<file path="src/rtl/hazard_pkg.sv">
// hazard_pkg: FSM state encodings and forwarding-mux select codes shared by the hazard unit.
package hazard_pkg;
  typedef enum logic [1:0] {DIV_IDLE, DIV_BUSY, DIV_DONE} div_state_t;
  typedef enum logic [1:0] {MEM_IDLE, MEM_ADDR, MEM_DATA} mem_state_t;
  localparam logic [1:0] FWD_RF = 2'b00;
  localparam logic [1:0] FWD_W  = 2'b01;
  localparam logic [1:0] FWD_M  = 2'b10;
  function automatic logic [1:0] fwd_code(input logic hit_m, input logic hit_w);
    return hit_m ? FWD_M : hit_w ? FWD_W : FWD_RF;
  endfunction
endpackage

</file>
<file path="src/rtl/hazard_bus_fsm.sv">
// hazard_bus_fsm: data-bus req/addr_ok/data_ok handshake for M-stage loads and stores.
module hazard_bus_fsm
  import hazard_pkg::*;
(
  input  logic clk,
  input  logic rst,
  input  logic memen,
  input  logic exc,
  input  logic d_addr_ok,
  input  logic d_data_ok,
  output logic d_req,
  output logic memstall
);
  mem_state_t state, next;
  always_ff @(posedge clk or negedge rst) begin
    if (!rst) state <= MEM_IDLE;
    else      state <= next;
  end
  // An exception only blocks the launch; an accepted request always runs to completion.
  always_comb begin
    next = state;
    unique case (state)
      MEM_IDLE: next = (memen & ~exc) ? MEM_ADDR : MEM_IDLE;
      MEM_ADDR: next = d_addr_ok ? (d_data_ok ? MEM_IDLE : MEM_DATA) : MEM_ADDR;
      MEM_DATA: next = d_data_ok ? MEM_IDLE : MEM_DATA;
      default:  next = MEM_IDLE;
    endcase
  end
  assign d_req    = state == MEM_ADDR;
  assign memstall = (state == MEM_IDLE) ? (memen & ~exc) : ~d_data_ok;
endmodule

</file>
<file path="src/rtl/hazard_unit.sv">
// hazard_unit: pipeline stall/flush/forward control with divider and data-bus handshakes.
module hazard_unit
  import hazard_pkg::*;
#(
  parameter int REG_AW = 5,
  parameter int CNT_W  = 16
) (
  input  logic              clk,
  input  logic              rst,
  input  logic [REG_AW-1:0] rsD,
  input  logic [REG_AW-1:0] rtD,
  input  logic [REG_AW-1:0] rsE,
  input  logic [REG_AW-1:0] rtE,
  input  logic [REG_AW-1:0] writeregE,
  input  logic [REG_AW-1:0] writeregM,
  input  logic [REG_AW-1:0] writeregW,
  input  logic              regwriteE,
  input  logic              regwriteM,
  input  logic              regwriteW,
  input  logic              memtoregE,
  input  logic              memtoregM,
  input  logic              branchD,
  input  logic              jrD,
  input  logic              divE,
  input  logic              div_ready,
  input  logic              memenM,
  input  logic              d_addr_ok,
  input  logic              d_data_ok,
  input  logic              inst_stall,
  input  logic              excM,
  output logic              forwardaD,
  output logic              forwardbD,
  output logic [1:0]        forwardaE,
  output logic [1:0]        forwardbE,
  output logic              stallF,
  output logic              stallD,
  output logic              stallE,
  output logic              stallM,
  output logic              flushD,
  output logic              flushE,
  output logic              flushM,
  output logic              flushW,
  output logic              div_start,
  output logic              d_req,
  output logic [CNT_W-1:0]  stall_cycles
);
  div_state_t div_state, div_next;
  logic memstall, divstall, lwstall, brstall;
  logic wm_ok, ww_ok, r_exc, r_mem, r_div, r_hz;
  assign wm_ok = regwriteM & (writeregM != '0);
  assign ww_ok = regwriteW & (writeregW != '0);
  assign forwardaE = fwd_code(wm_ok & (writeregM == rsE), ww_ok & (writeregW == rsE));
  assign forwardbE = fwd_code(wm_ok & (writeregM == rtE), ww_ok & (writeregW == rtE));
  assign forwardaD = wm_ok & (writeregM == rsD);
  assign forwardbD = wm_ok & (writeregM == rtD);
  assign lwstall = memtoregE & ((rtE == rsD) | (rtE == rtD));
  assign brstall = (branchD | jrD) &
                   ((regwriteE & ((writeregE == rsD) | (writeregE == rtD))) |
                    (memtoregM & ((writeregM == rsD) | (writeregM == rtD))));
  hazard_bus_fsm u_bus (
    .clk       (clk),
    .rst       (rst),
    .memen     (memenM),
    .exc       (excM),
    .d_addr_ok (d_addr_ok),
    .d_data_ok (d_data_ok),
    .d_req     (d_req),
    .memstall  (memstall)
  );
  always_ff @(posedge clk or negedge rst) begin
    if (!rst) div_state <= DIV_IDLE;
    else      div_state <= div_next;
  end
  // DONE never stalls, so the div in E retires instead of being relaunched.
  always_comb begin
    div_next = DIV_IDLE;
    unique case (div_state)
      DIV_IDLE: div_next = (divE & ~excM) ? DIV_BUSY : DIV_IDLE;
      DIV_BUSY: div_next = excM ? DIV_IDLE : div_ready ? DIV_DONE : DIV_BUSY;
      default:  div_next = DIV_IDLE;
    endcase
  end
  assign div_start = div_state == DIV_BUSY;
  assign divstall  = ((div_state == DIV_IDLE) & divE & ~excM) |
                     ((div_state == DIV_BUSY) & ~div_ready);
  assign r_exc = excM & ~memstall;
  assign r_mem = memstall;
  assign r_div = ~r_exc & ~r_mem & divstall;
  assign r_hz  = ~r_exc & ~r_mem & ~divstall & (lwstall | brstall | inst_stall);
  assign stallF = r_mem | r_div | r_hz;
  assign stallD = r_mem | r_div | r_hz;
  assign stallE = r_mem | r_div;
  assign stallM = r_mem;
  assign flushD = r_exc;
  assign flushE = r_exc | r_hz;
  assign flushM = r_exc | r_div;
  assign flushW = r_exc | r_mem;
  always_ff @(posedge clk or negedge rst) begin
    if (!rst)                               stall_cycles <= '0;
    else if (stallF && stall_cycles != '1)  stall_cycles <= stall_cycles + CNT_W'(1);
  end
endmodule

</file>
<file path="config.mk">
export PLATFORM = sky130hd
export DESIGN_NAME = hazard_unit
export DESIGN_NICKNAME = d
export VERILOG_FILES = /design/src/rtl/hazard_pkg.sv /design/src/rtl/hazard_bus_fsm.sv /design/src/rtl/hazard_unit.sv
export SDC_FILE = /design/constraint.sdc
export NUM_CORES = 1
export LEC_CHECK = 0
export BUFFER_PORTS_ARGS = -buffer_cell sky130_fd_sc_hd__buf_2
export CAP_MARGIN = 20
export CORE_ASPECT_RATIO = 2
export CORE_MARGIN = 1.5
export CORE_UTILIZATION = 48
export CTS_CLUSTER_SIZE = 14
export DETAILED_ROUTE_END_ITERATION = 8
export PLACE_DENSITY = 0.8
export SYNTH_ARGS = -nofsm -noshare
export SYNTH_HDL_FRONTEND = slang
export SYNTH_HIERARCHICAL = 1
export SYNTH_SLANG_ARGS = --single-unit
export TNS_END_PERCENT = 10
</file>
<file path="constraint.sdc">
create_clock -name clk -period 3.1 [get_ports clk]
set_clock_uncertainty 0.2 [all_clocks]
set_input_delay 0.31 -clock clk [delete_from_list [all_inputs] [get_ports clk]]
set_output_delay 0.31 -clock clk [all_outputs]
set_load 0.02 [all_outputs]
</file>
Yosys cells after proc, flatten, opt, wreduce, memory -nomap -nowiden
Index checks and enable logic that the tools add are counted.
Word-level totals
  bits in registers: 20
  input bits: 51
  output and inout port bits: 32
  word-level logic and storage cells: 77
Cells by class
  add/sub/neg operators: 1
  equality and inequality tests: 14
  muxes and demuxes: 13
  bitwise gates (word level): 41
  reduce and logical (&&, ||, !) cells: 5
Operators with widths (count)
  $eq A5 B5 Y1: 10
  $and A1 B1 Y1: 22
  $add A16 B1 Y16 const B: 1
  $ne A16 B16 Y1 const B: 1
  $or A1 B1 Y1: 13
  $mux W2: 6
  $reduce_bool A5 Y1: 2
  $not A1 Y1: 6
  $pmux W2 S3: 1
  $mux W1: 5
  $eq A2 B1 Y1 const B: 2
  $logic_not A2 Y1: 2
  $pmux W2 S2: 1
  $eq A2 B2 Y1 const B: 1
  $logic_and A1 B1 Y1: 1

Logic depth before layout (Yosys ltp)
Gate-level depths: netlist (run 1).
  depth after elaboration: 11
  mapped depth: 8
  mapped depth without buffers: 7

Hierarchy
Netlist (run 1), hierarchy kept.
Modules (own cells, without submodules)
  hazard_unit: instances 1, cells an instance 192, area an instance 1799.2 µm², seq. area each 450.4 µm²
  hazard_bus_fsm: instances 1, cells an instance 11, area an instance 116.4 µm², seq. area each 50.0 µm²

Worst setup path before layout (run 1)
OpenSTA, ideal clock, no wires.
  path type: flip-flop to output port
  from: register u_bus.state[1]
  to: output port stallF
  arrival: 2.414 ns
  required time: 2.590 ns
  slack: 0.176 ns
  cell stages (with the launch flop): 8
  buffers on the path: 2
  cell sequence: dfrtp_1 > nor4b_2 > o21bai_1 > o21bai_4 > nor4_4 > buf_2 > nor3_1 > buf_4
On the way
  longest elaborated chain between the ends: 9
  elaborated cells on any way between the ends: 11
  those cells by class: mux: 1; bitwise: 9; reduce/logical: 1
RTL lines
  from (decl): RTL line hazard_bus_fsm.sv:14  | mem_state_t state, next;
  from (signal assigned): RTL line hazard_bus_fsm.sv:17  | else state <= next;
  $logic_not A2 Y1 *: RTL line hazard_bus_fsm.sv:30  | assign memstall = (state == MEM_IDLE) ? (memen & ~exc) : ~d_data_ok;
  $mux W1 *: RTL line hazard_bus_fsm.sv:30
  named net stallM: RTL line hazard_unit.sv:38  | output logic stallM,
  $not A1 Y1: RTL line hazard_unit.sv:86, hazard_unit.sv:88
  $and A1 B1 Y1: RTL line hazard_unit.sv:86  | assign r_exc = excM & ~memstall;
  $not A1 Y1: RTL line hazard_unit.sv:88  | assign r_div = ~r_exc & ~r_mem & divstall;
  $and A1 B1 Y1 (2 in a row): RTL line hazard_unit.sv:88
  $or A1 B1 Y1 *
  named net stallE: RTL line hazard_unit.sv:37  | output logic stallE,
  $or A1 B1 Y1 *: RTL line hazard_unit.sv:90  | assign stallF = r_mem | r_div | r_hz;
  to (decl): RTL line hazard_unit.sv:35  | output logic stallF,
Mark *: on every way through the listed nets, which the timed path passes. The rest lies on a longest branch.

Final worst setup path (run 1)
  from: register u_bus.state[0]
  to: output port stallD
On the way
  longest elaborated chain between the ends: 9
  elaborated cells on any way between the ends: 11
  those cells by class: mux: 1; bitwise: 9; reduce/logical: 1
RTL lines
  $logic_not A2 Y1 *: RTL line hazard_bus_fsm.sv:30
  $mux W1 *: RTL line hazard_bus_fsm.sv:30
  $not A1 Y1: RTL line hazard_unit.sv:86, hazard_unit.sv:88, hazard_unit.sv:89
  $and A1 B1 Y1: RTL line hazard_unit.sv:86
  $not A1 Y1: RTL line hazard_unit.sv:88, hazard_unit.sv:89
  $and A1 B1 Y1: RTL line hazard_unit.sv:88, hazard_unit.sv:89
  $and A1 B1 Y1 (on tied branches): RTL line hazard_unit.sv:88, hazard_unit.sv:89
  $or A1 B1 Y1 / $and A1 B1 Y1 (equally long branches): RTL line hazard_unit.sv:91, hazard_unit.sv:89
  $or A1 B1 Y1 *: RTL line hazard_unit.sv:91  | assign stallD = r_mem | r_div | r_hz;
  to (decl): RTL line hazard_unit.sv:36  | output logic stallD,
Mark *: on every way between the ends. The rest lies on a longest branch, timed or not.

==> results of run 1 <==
==> per-layer routing <==
metal  vias up  wire, microns  GRT usage (%)
li1        882              -              -
met1       881           1625          23.24
met2        80           3070          48.76
met3        11            176          1.365
met4         0            140          11.49
met5         -              0              0
==> critical path, cell delays in order (launching register included) <==
cell and delay [ns]:
dfrtp_1 0.45, nor4b_2 0.09, o21bai_1 0.22, o21bai_4 0.23, nor4_4 0.64, nor3_1 0.14
buf_2 0.20
==> area by class of cell <==
type / count / share of cell area (%)
well taps: 51 / 2.634
inverters: 4 / 0.6198
flip-flops and latches: 20 / 20.66
multi-input cells: 170 / 55.22
clock buffers: 4 / 2.273
repair buffers: 87 / 18.60
==> state kept, by name (all words and copies together) (netlist names) <==
name and flops:
stall_cycles 16, div_state 2, u_bus/state 2
==> kinds of logic after synthesis <==
group	Yosys count	share of synthesized area [%]
flops	20	26.13
mux	1	0.5878
xor+xnor	65	29.72
compound gates	13	7.642
fa+ha+maj	1	0.6531
buf+inv	13	4.049
simple gates	90	31.22
==> cells in the final DEF, fill, tap and decap left out, types with 10 or more instances in the layout <==
cell     netlist  layout
buf_2          5      82
xor2_1        34      34
xnor2_1       31      31
dfrtp_1       20      20
nand2_1       15      15
nor2_1        11      11
nand3_1       10      10
nor4_1        10      10
nand4_1       10      10
nor4_2        10      10
==> per-stage QoR <==
stage          hold slack, ns  std cells  total power (uW)
6_report              0.01455        336              1032
5_1_grt              0.009619        336              1113
4_1_cts              0.009067        336              1044
3_5_place_dp          0.08299        331             840.6
3_3_place_gp          0.08130        331             826.0
2_1_floorplan         -0.1856        203             671.2
==> power by group through the flow <==
stage / combinational [uW] / sequential, uW / clock, uW
floorplan: 247 / 424 / 0
global placement: 445 / 381 / 0
detailed placement: 457 / 384 / 0
CTS: 459 / 378 / 206
global route: 502 / 390 / 221
finish: 454 / 379 / 199
==> worst min path at each step <==
stage,startpoint,to,slack [ns],cells after the start
after floorplan,rst,div_state[0]$_DFF_PN0_,-0.19,0
after global placement,rst,div_state[1]$_DFF_PN0_,0.08,1
final,d_data_ok,u_bus/state[1]$_DFF_PN0_,0.01,2
after CTS,d_data_ok,u_bus/state[1]$_DFF_PN0_,0.009,2
after global routing,d_data_ok,u_bus/state[1]$_DFF_PN0_,0.01,2
after detailed placement,rst,stall_cycles[6]$_DFFE_PN0P_,0.08,1
==> results.yml, run 1 <==
routing:
  avgRoutedWirePerCell_microns: 14.92
  dr_total_vias: 1854
  drtIter0Drc: 35
  drt_pass1_iterations: 4
  ant_nets: 0
  post-route-drc-count: 0
  finalWirelength_mm: 5.014
  vias_per_cell: 5.518
sta:
  finalCriticalPeriod_ns: 2.734
  achievable-frequency_mhz: 365.7
  rsz0062_at_grt: "false"
  setup_tns_ns: 0
  hold_violations: 0
  worst_slack_ns: 0.3658
  fin_crit_sh_pct: 88.20
  slew_headroom_pct: 52.17
  setup_viol: 0
  worstMarginPinSlew_ns: 0.7121
  report.final.slew_viol_count: 0
layout:
  seq_area_sq_um: 500.5
  fin_nets: 338
  fin_util_pct: 63.02
  drive_above_1_share_pct: 38.95
  fillers: 359
  syn_to_final_growth_pct: 26.45
  diodes: 0
  postLayoutCellArea_sq_um: 2422
  multi_input_area_sq_um: 1338
power_and_ir_drop:
  p_leak_uw: 0.001134
  seqPwrFrac_pct: 36.7
  peakVddDrop_mv: 0.2032
  p_sw_share_pct: 40.85
  combinationalPowerShare_pct: 44.0
  power_frac_clock_pct: 19.2
  p_int_uw: 610.3
  power.density_nw_per_um2: 425.9
  switchingPower_uw: 421.5
cts:
  clock_sinks: 20
  holdBufCountCts: 1
  cts-root-buf: "clkbuf_8"
  cts_resized: 0
  clk_pin_slew_ns: 0.07
  cts_setup_buffers: 0
  cts_buffer_depth: 2
  cts_max_level: 1
  insertion_delay_ns: 0.26
  cts_tree: "yes"
  cts_inserted_buffers: 3
synthesis:
  synth_cell_types: 40
  yosys_warnings: 6
  synth.avg_cell_area_sq_um: 9.436
  synth.area.top_cells: "dfrtp_1 26%, xor2_1 16%, xnor2_1 14%"
  yosysMostFrequentCell: "xor2_1"
  synth.top_cells.by_count: "34 x xor2_1, 31 x xnor2_1, 20 x dfrtp_1"
  synth_top_area_share_pct: 26.13
  synth_ff_type: "dfrtp_1"
  synth_cells: 203
  ys_seq_area_share_pct: 26.13
  synth_nets: 255
  syn_area_sq_um: 1916
  synthArstFlopShare_pct: 100.0
  synth_top_area_cell: "dfrtp_1"
  synth-seq-cells: 20
  synth_edf_count: 0
critical_path:
  crit_end: "stallD"
  path_class: "flop to output port"
  rr_worst_depth: 7
  reg2reg_setup_slack_ns: 0.61
  worstPathArrival_ns: 2.22
  cp-end-kind: "output port"
  reg2reg_to: "stall_cycles[13]$_DFFE_PN0P_"
  worstSetupStartpointType: "flop"
  reg2reg_from: "u_bus/state[0]$_DFF_PN0_"
  setup.worst_path.start: "u_bus/state[0]$_DFF_PN0_"
  path_max_fanout: 10
  crit_required_ns: 2.59
place:
  port_buffers: 82
  place_worst_setup_slack_ns: 0.5771
  globalplace.congestion: 0.8195
  dp_hpwl_mm: 4.232
  placed_area_sq_um: 2357
grt:
  antenna_found_initial: 0
  grt_max_degree: 21
  gr-total-overflow: 0
  grt_pass1_wl_mm: 8.079
  grt_pass1_vias: 1828
  grt_util_all_layers_pct: 24.96
outcome:
  status: "completed"
die:
  io_pins: 83
  num_rows: 32
  start_util_pct: 49.84
  die_height_microns: 92.34
  die_x_microns: 47.67
  dieArea_sq_um: 4402
  core_area_sq_um: 3844
job:
  maxCapViolations: 0
hold_path:
  hold_class: "input port to flop"
No activity file was read; power rests on OpenSTA's default activity.
==> run 2: changes to the inputs <==
Settings changed: CORE_UTILIZATION 48 to 52, PLACE_DENSITY 0.8 to 0.85.
Clock period 3.1 ns to 3.2 ns, I/O delays scaled along.
==> results.yml, run 2 (synthesized netlist as in run 1, its figures left out) <==
die:
  core_area_sq_um: 3568
  start_util_pct: 53.68
  dieArea_sq_um: 4079
  die_height_microns: 88.84
  io_pins: 83
  num_rows: 31
  die_x_microns: 45.92
layout:
  drive_above_1_share_pct: 38.73
  final_cell_mix: "82 x buf_2, 34 x xor2_1, 31 x xnor2_1"
  syn_to_final_growth_pct: 26.78
  regMostFlops: "stall_cycles"
  layout_commonest_cell: "buf_2"
  top_regs: "stall_cycles x16, div_state x2, u_bus/state x2"
  fin_nets: 337
  fin_util_pct: 68.06
  largest_reg_flops: 16
  diodes: 0
hold_path:
  hold_class: "input port to flop"
sta:
  worstMarginPinSlew_ns: 0.8247
  setup_tns_ns: 0
  fin_crit_sh_pct: 87.19
  finalCriticalPeriod_ns: 2.790
  slew_headroom_pct: 44.82
  hold_violations: 0
  achievable-frequency_mhz: 358.4
  setup_viol: 0
  report.final.slew_viol_count: 0
  rsz0062_at_grt: "false"
critical_path:
  crit_required_ns: 2.68
  worstSetupStartpointType: "flop"
  max_stage_delay_ns: 0.45
  crit_chain: "nor4b_2 -> o21bai_1 -> nand2b_1 -> buf_4 -> inv_1 -> nor3_1 -> buf_2"
  slowest_stage: "dfrtp_1"
  path_class: "flop to output port"
  worstPathArrival_ns: 2.27
  reg2reg_setup_slack_ns: 0.60
  critical_path.top_delay_family: "simple AND/OR/NAND/NOR gates"
  path_max_fanout: 13
  cp-end-kind: "output port"
  worst-path-buf-inv: 3
routing:
  ant_nets: 0
  post-route-drc-count: 0
  finalWirelength_mm: 4.894
  avgRoutedWirePerCell_microns: 14.70
  dr_total_vias: 1840
  vias_per_cell: 5.526
  drt_pass1_iterations: 4
  drtIter0Drc: 24
cts:
  cts_tree: "yes"
  cts-root-buf: "clkbuf_8"
  cts_inserted_buffers: 3
  clock_sinks: 20
  cts_buffer_depth: 2
  cts_max_level: 1
  clk_pin_slew_ns: 0.07
  cts_setup_buffers: 0
  insertion_delay_ns: 0.25
job:
  maxCapViolations: 0
grt:
  gr-total-overflow: 0
  grt_pass1_wl_mm: 7.990
  grt_util_all_layers_pct: 25.95
  antenna_found_initial: 0
  grt_max_degree: 21
  grt_pass1_vias: 1894
place:
  dp_hpwl_mm: 4.150
  port_buffers: 82
  globalplace.congestion: 0.8547
power_and_ir_drop:
  power.density_nw_per_um2: 436.3
  p_leak_uw: 0.001136
  peakVddDrop_mv: 0.2455
outcome:
  status: "completed"
==> run 2: cell types whose count changed in the layout (fill, tap and decap cells not counted) <==
cell,change
buf_4,-1
bufinv_16,+1
clkbuf_8,-1
==> run 2: final cells by class <==
cell class | instances | area, sq um
Multi-Input combinational cell | 170 | 1338
Sequential cell | 20 | 500.5
Clock buffer | 3 | 41.29
Tap cell | 49 | 61.31
Inverter | 4 | 15.01
Clock inverter | 1 | 30.03
Fill cell | 316 | 1140
Timing Repair Buffer | 86 | 442.9
==> run 2: worst paths after layout <==
kind | to | cells past startpoint | start
max reg2reg | stall_cycles[14]$_DFFE_PN0P_ | 8 | u_bus/state[1]$_DFF_PN0_
max | stallD | 7 | u_bus/state[1]$_DFF_PN0_
max in group asynchronous | stall_cycles[1]$_DFFE_PN0P_ | 2 | rst
min reg2reg | stall_cycles[10]$_DFFE_PN0P_ | 1 | stall_cycles[10]$_DFFE_PN0P_
min in group asynchronous | div_state[1]$_DFF_PN0_ | 2 | rst
min | u_bus/state[1]$_DFF_PN0_ | 2 | d_data_ok
==> run 2: worst register-to-register path, cell delays in order, from the launching register on <==
cell	delay [ns]
dfrtp_1	0.45
nor4b_2	0.35
o21bai_1	0.25
nand2b_1	0.15
buf_4	0.18
inv_1	0.16
or3_1	0.40
nor4_1	0.22
xor2_1	0.17
==> run 2: repair_timing <==
item / 4_1_cts / 5_1_grt
hold endpoints to repair: 20 / 0
endpoints found under the setup margin: 0 / 0
resized for setup: 0 / 0
hold buffers: 1 / 0
==> run 2: routing by layer <==
metal | part of all wire [%] | wire length, microns | track usage (%)
met2 | 61 | 2976 | 52.65
met3 | 3.9 | 193 | 1.224
met4 | 3.1 | 151 | 12.99
met1 | 32 | 1572 | 23.20
met5 | 0 | 0 | 0
==> run 2: through the flow <==
| stage | area [sq um] | instances | power [uW] | hold slack (ns) | setup slack (ns) |
|---|---|---|---|---|---|
| finish | 2429 | 333 | 1060 | 0.03151 | 0.4100 |
| global route | 2429 | 333 | 1128 | 0.03407 | 0.2978 |
| CTS | 2429 | 333 | 1066 | 0.02533 | 0.4293 |
| detailed placement | 2347 | 328 | 815.8 | 0.08873 | 0.6241 |
| global placement | 2347 | 328 | 800.3 | 0.08939 | 0.6221 |
| floorplan | 1916 | 203 | 650.2 | -0.1756 | 0.2658 |
==> run 2: power by group <==
part	internal, uW	total [uW]	switching (uW)
combinational	181	443	263
clock	167	247	79.9
sequential	301	370	68.5
total	648	1060	411
==> run 3: changes to the inputs <==
Settings changed: CORE_UTILIZATION 52 to 44, PLACE_DENSITY 0.85 to 0.77, REMOVE_ABC_BUFFERS set to 1.
Clock period 3.2 ns to 2.4 ns, I/O delays scaled along.
==> results.yml, run 3 (synthesized netlist as in run 1, its figures left out) <==
routing:
  wl_met2_mm: 3.284
  drt_pass1_iterations: 4
  topRoutingLayerUsed: "met4"
  wl_met3_microns: 205
  post-route-drc-count: 0
  drtIter0Drc: 35
  avgRoutedWirePerCell_microns: 15.21
  ant_nets: 0
  finalWirelength_mm: 5.414
  met1_length_mm: 1.733
  dr_total_vias: 1919
  vias_per_cell: 5.390
power_and_ir_drop:
  power.density_nw_per_um2: 540.8
  p_sw_share_pct: 40.64
  peakVddDrop_mv: 0.3069
  p_int_uw: 847.2
  power_frac_clock_pct: 15.9
  switchingPower_uw: 579.9
  p_leak_uw: 0.001252
  combinationalPowerShare_pct: 51.3
  seqPwrFrac_pct: 32.8
cts:
  clock_sinks: 20
  clk_pin_slew_ns: 0.07
  cts_buffer_depth: 2
  cts-root-buf: "clkbuf_8"
  insertion_delay_ns: 0.26
  cts_max_level: 1
  cts_tree: "yes"
  cts_inserted_buffers: 3
sta:
  report.final.slew_viol_count: 0
  fin_crit_sh_pct: 99.74
  finalCriticalPeriod_ns: 2.394
  setup_viol: 0
  achievable-frequency_mhz: 417.7
  worstMarginPinSlew_ns: 0.5925
  hold_slack_ns: 0.02815
  hold_violations: 0
  setup_tns_ns: 0
  rsz0062_at_grt: "true"
  slew_headroom_pct: 60.35
die:
  core_area_sq_um: 4129
  start_util_pct: 46.39
  io_pins: 83
  num_rows: 33
  die_height_microns: 96.31
  dieArea_sq_um: 4782
  die_x_microns: 49.66
layout:
  top_regs: "stall_cycles x16, div_state x2, u_bus/state x2"
  regMostFlops: "stall_cycles"
  layout_commonest_cell: "buf_2"
  final-instance-count-excl-fill: 356
  final_cell_mix: "79 x buf_2, 34 x xor2_1, 31 x xnor2_1"
  drive_above_1_share_pct: 44.08
  fin_util_pct: 63.91
  fin_nets: 358
  diodes: 0
  largest_reg_flops: 16
  syn_to_final_growth_pct: 37.75
critical_path:
  crit_required_ns: 1.96
  worstPathArrival_ns: 1.95
  worstSetupStartpointType: "flop"
  path_max_fanout: 4
  critical_path.top_delay_family: "simple AND/OR/NAND/NOR gates"
  worst-path-buf-inv: 3
  crit_chain: "buf_6 -> nor2_4 -> o21bai_4 -> o21bai_4 -> buf_6 -> nor4_4 -> nor3_4 -> buf_6"
  crit_path_frequent_cell: "buf_6"
  max_stage_delay_ns: 0.44
  path_class: "flop to output port"
  slowest_stage: "nor4_4"
  cp-end-kind: "output port"
place:
  dp.cells: 345
  dp_hpwl_mm: 4.530
  port_buffers: 82
  globalplace.congestion: 0.8475
grt:
  grt_max_degree: 21
  antenna_found_initial: 0
  grt_pass1_wl_mm: 8.604
  gr-total-overflow: 0
  grt_util_all_layers_pct: 23.83
  grt_pass1_vias: 1998
job:
  maxCapViolations: 0
hold_path:
  hold_class: "input port to flop"
outcome:
  status: "completed"
[run 3: worst paths after layout]
check	startpoint	endpoint	slack (ns)	depth (start not counted)
min in group asynchronous	rst	div_state[1]$_DFF_PN0_	0.25	2
worst min-delay path	div_ready	div_state[1]$_DFF_PN0_	0.03	2
worst min register to register	stall_cycles[14]$_DFFE_PN0P_	stall_cycles[14]$_DFFE_PN0P_	0.30	1
worst max register to register	u_bus/state[0]$_DFF_PN0_	stall_cycles[1]$_DFFE_PN0P_	0.06	7
max in group asynchronous	rst	stall_cycles[4]$_DFFE_PN0P_	1.43	2
worst max-delay path	u_bus/state[0]$_DFF_PN0_	stallF	0.006	8
[run 3: worst register-to-register path, stage by stage, from the launching register on]
cell and delay (ns):
dfrtp_1 0.42, nor4b_4 0.30, o21bai_4 0.17, o21bai_4 0.16
nor4_4 0.08, buf_4 0.21, nor4_2 0.32, mux2_1 0.35
[run 3: what timing repair did]
| action | in CTS | in global routing |
|---|---|---|
| buffers inserted | 4 | 2 |
| pin swaps | 4 | 3 |
| resized for setup | 6 | 12 |
| hold endpoints to repair | 21 | 0 |
| setup endpoints to repair | 3 | 5 |
| hold buffers | 2 | 0 |
[run 3: final cells by class]
| class | instances | area (sq um) |
|---|---|---|
| well taps | 52 | 65.06 |
| inverters | 4 | 15.01 |
| clock buffers | 3 | 41.29 |
| flip-flops and latches | 20 | 500.5 |
| repair buffers | 107 | 633.1 |
| fillers | 358 | 1490 |
| multi-input cells | 170 | 1384 |
[run 3: per-layer routing]
| metal | vias up | global-route usage, % |
|---|---|---|
| li1 | 929 | - |
| met5 | - | 0 |
| met2 | 84 | 51.67 |
| met4 | 0 | 13.19 |
| met1 | 893 | 19.98 |
| met3 | 13 | 1.398 |
[run 3: power by group through the flow]
stage          sequential, uW  clock, uW  combinational, uW
6_report                  468        227                732
2_1_floorplan             548          0                296
3_3_place_gp              471          0                665
3_5_place_dp              472          0                672
4_1_cts                   466        228                703
5_1_grt                   479        237                799
[run 3: stage by stage]
step	power, uW	cell area, sq um	worst slack (ns)
CTS	1396	2571	0.008597
floorplan	843.8	1853	-0.6355
global placement	1136	2456	-0.06698
detailed placement	1145	2456	-0.07629
finish	1427	2639	0.006182
global route	1515	2639	-0.07112
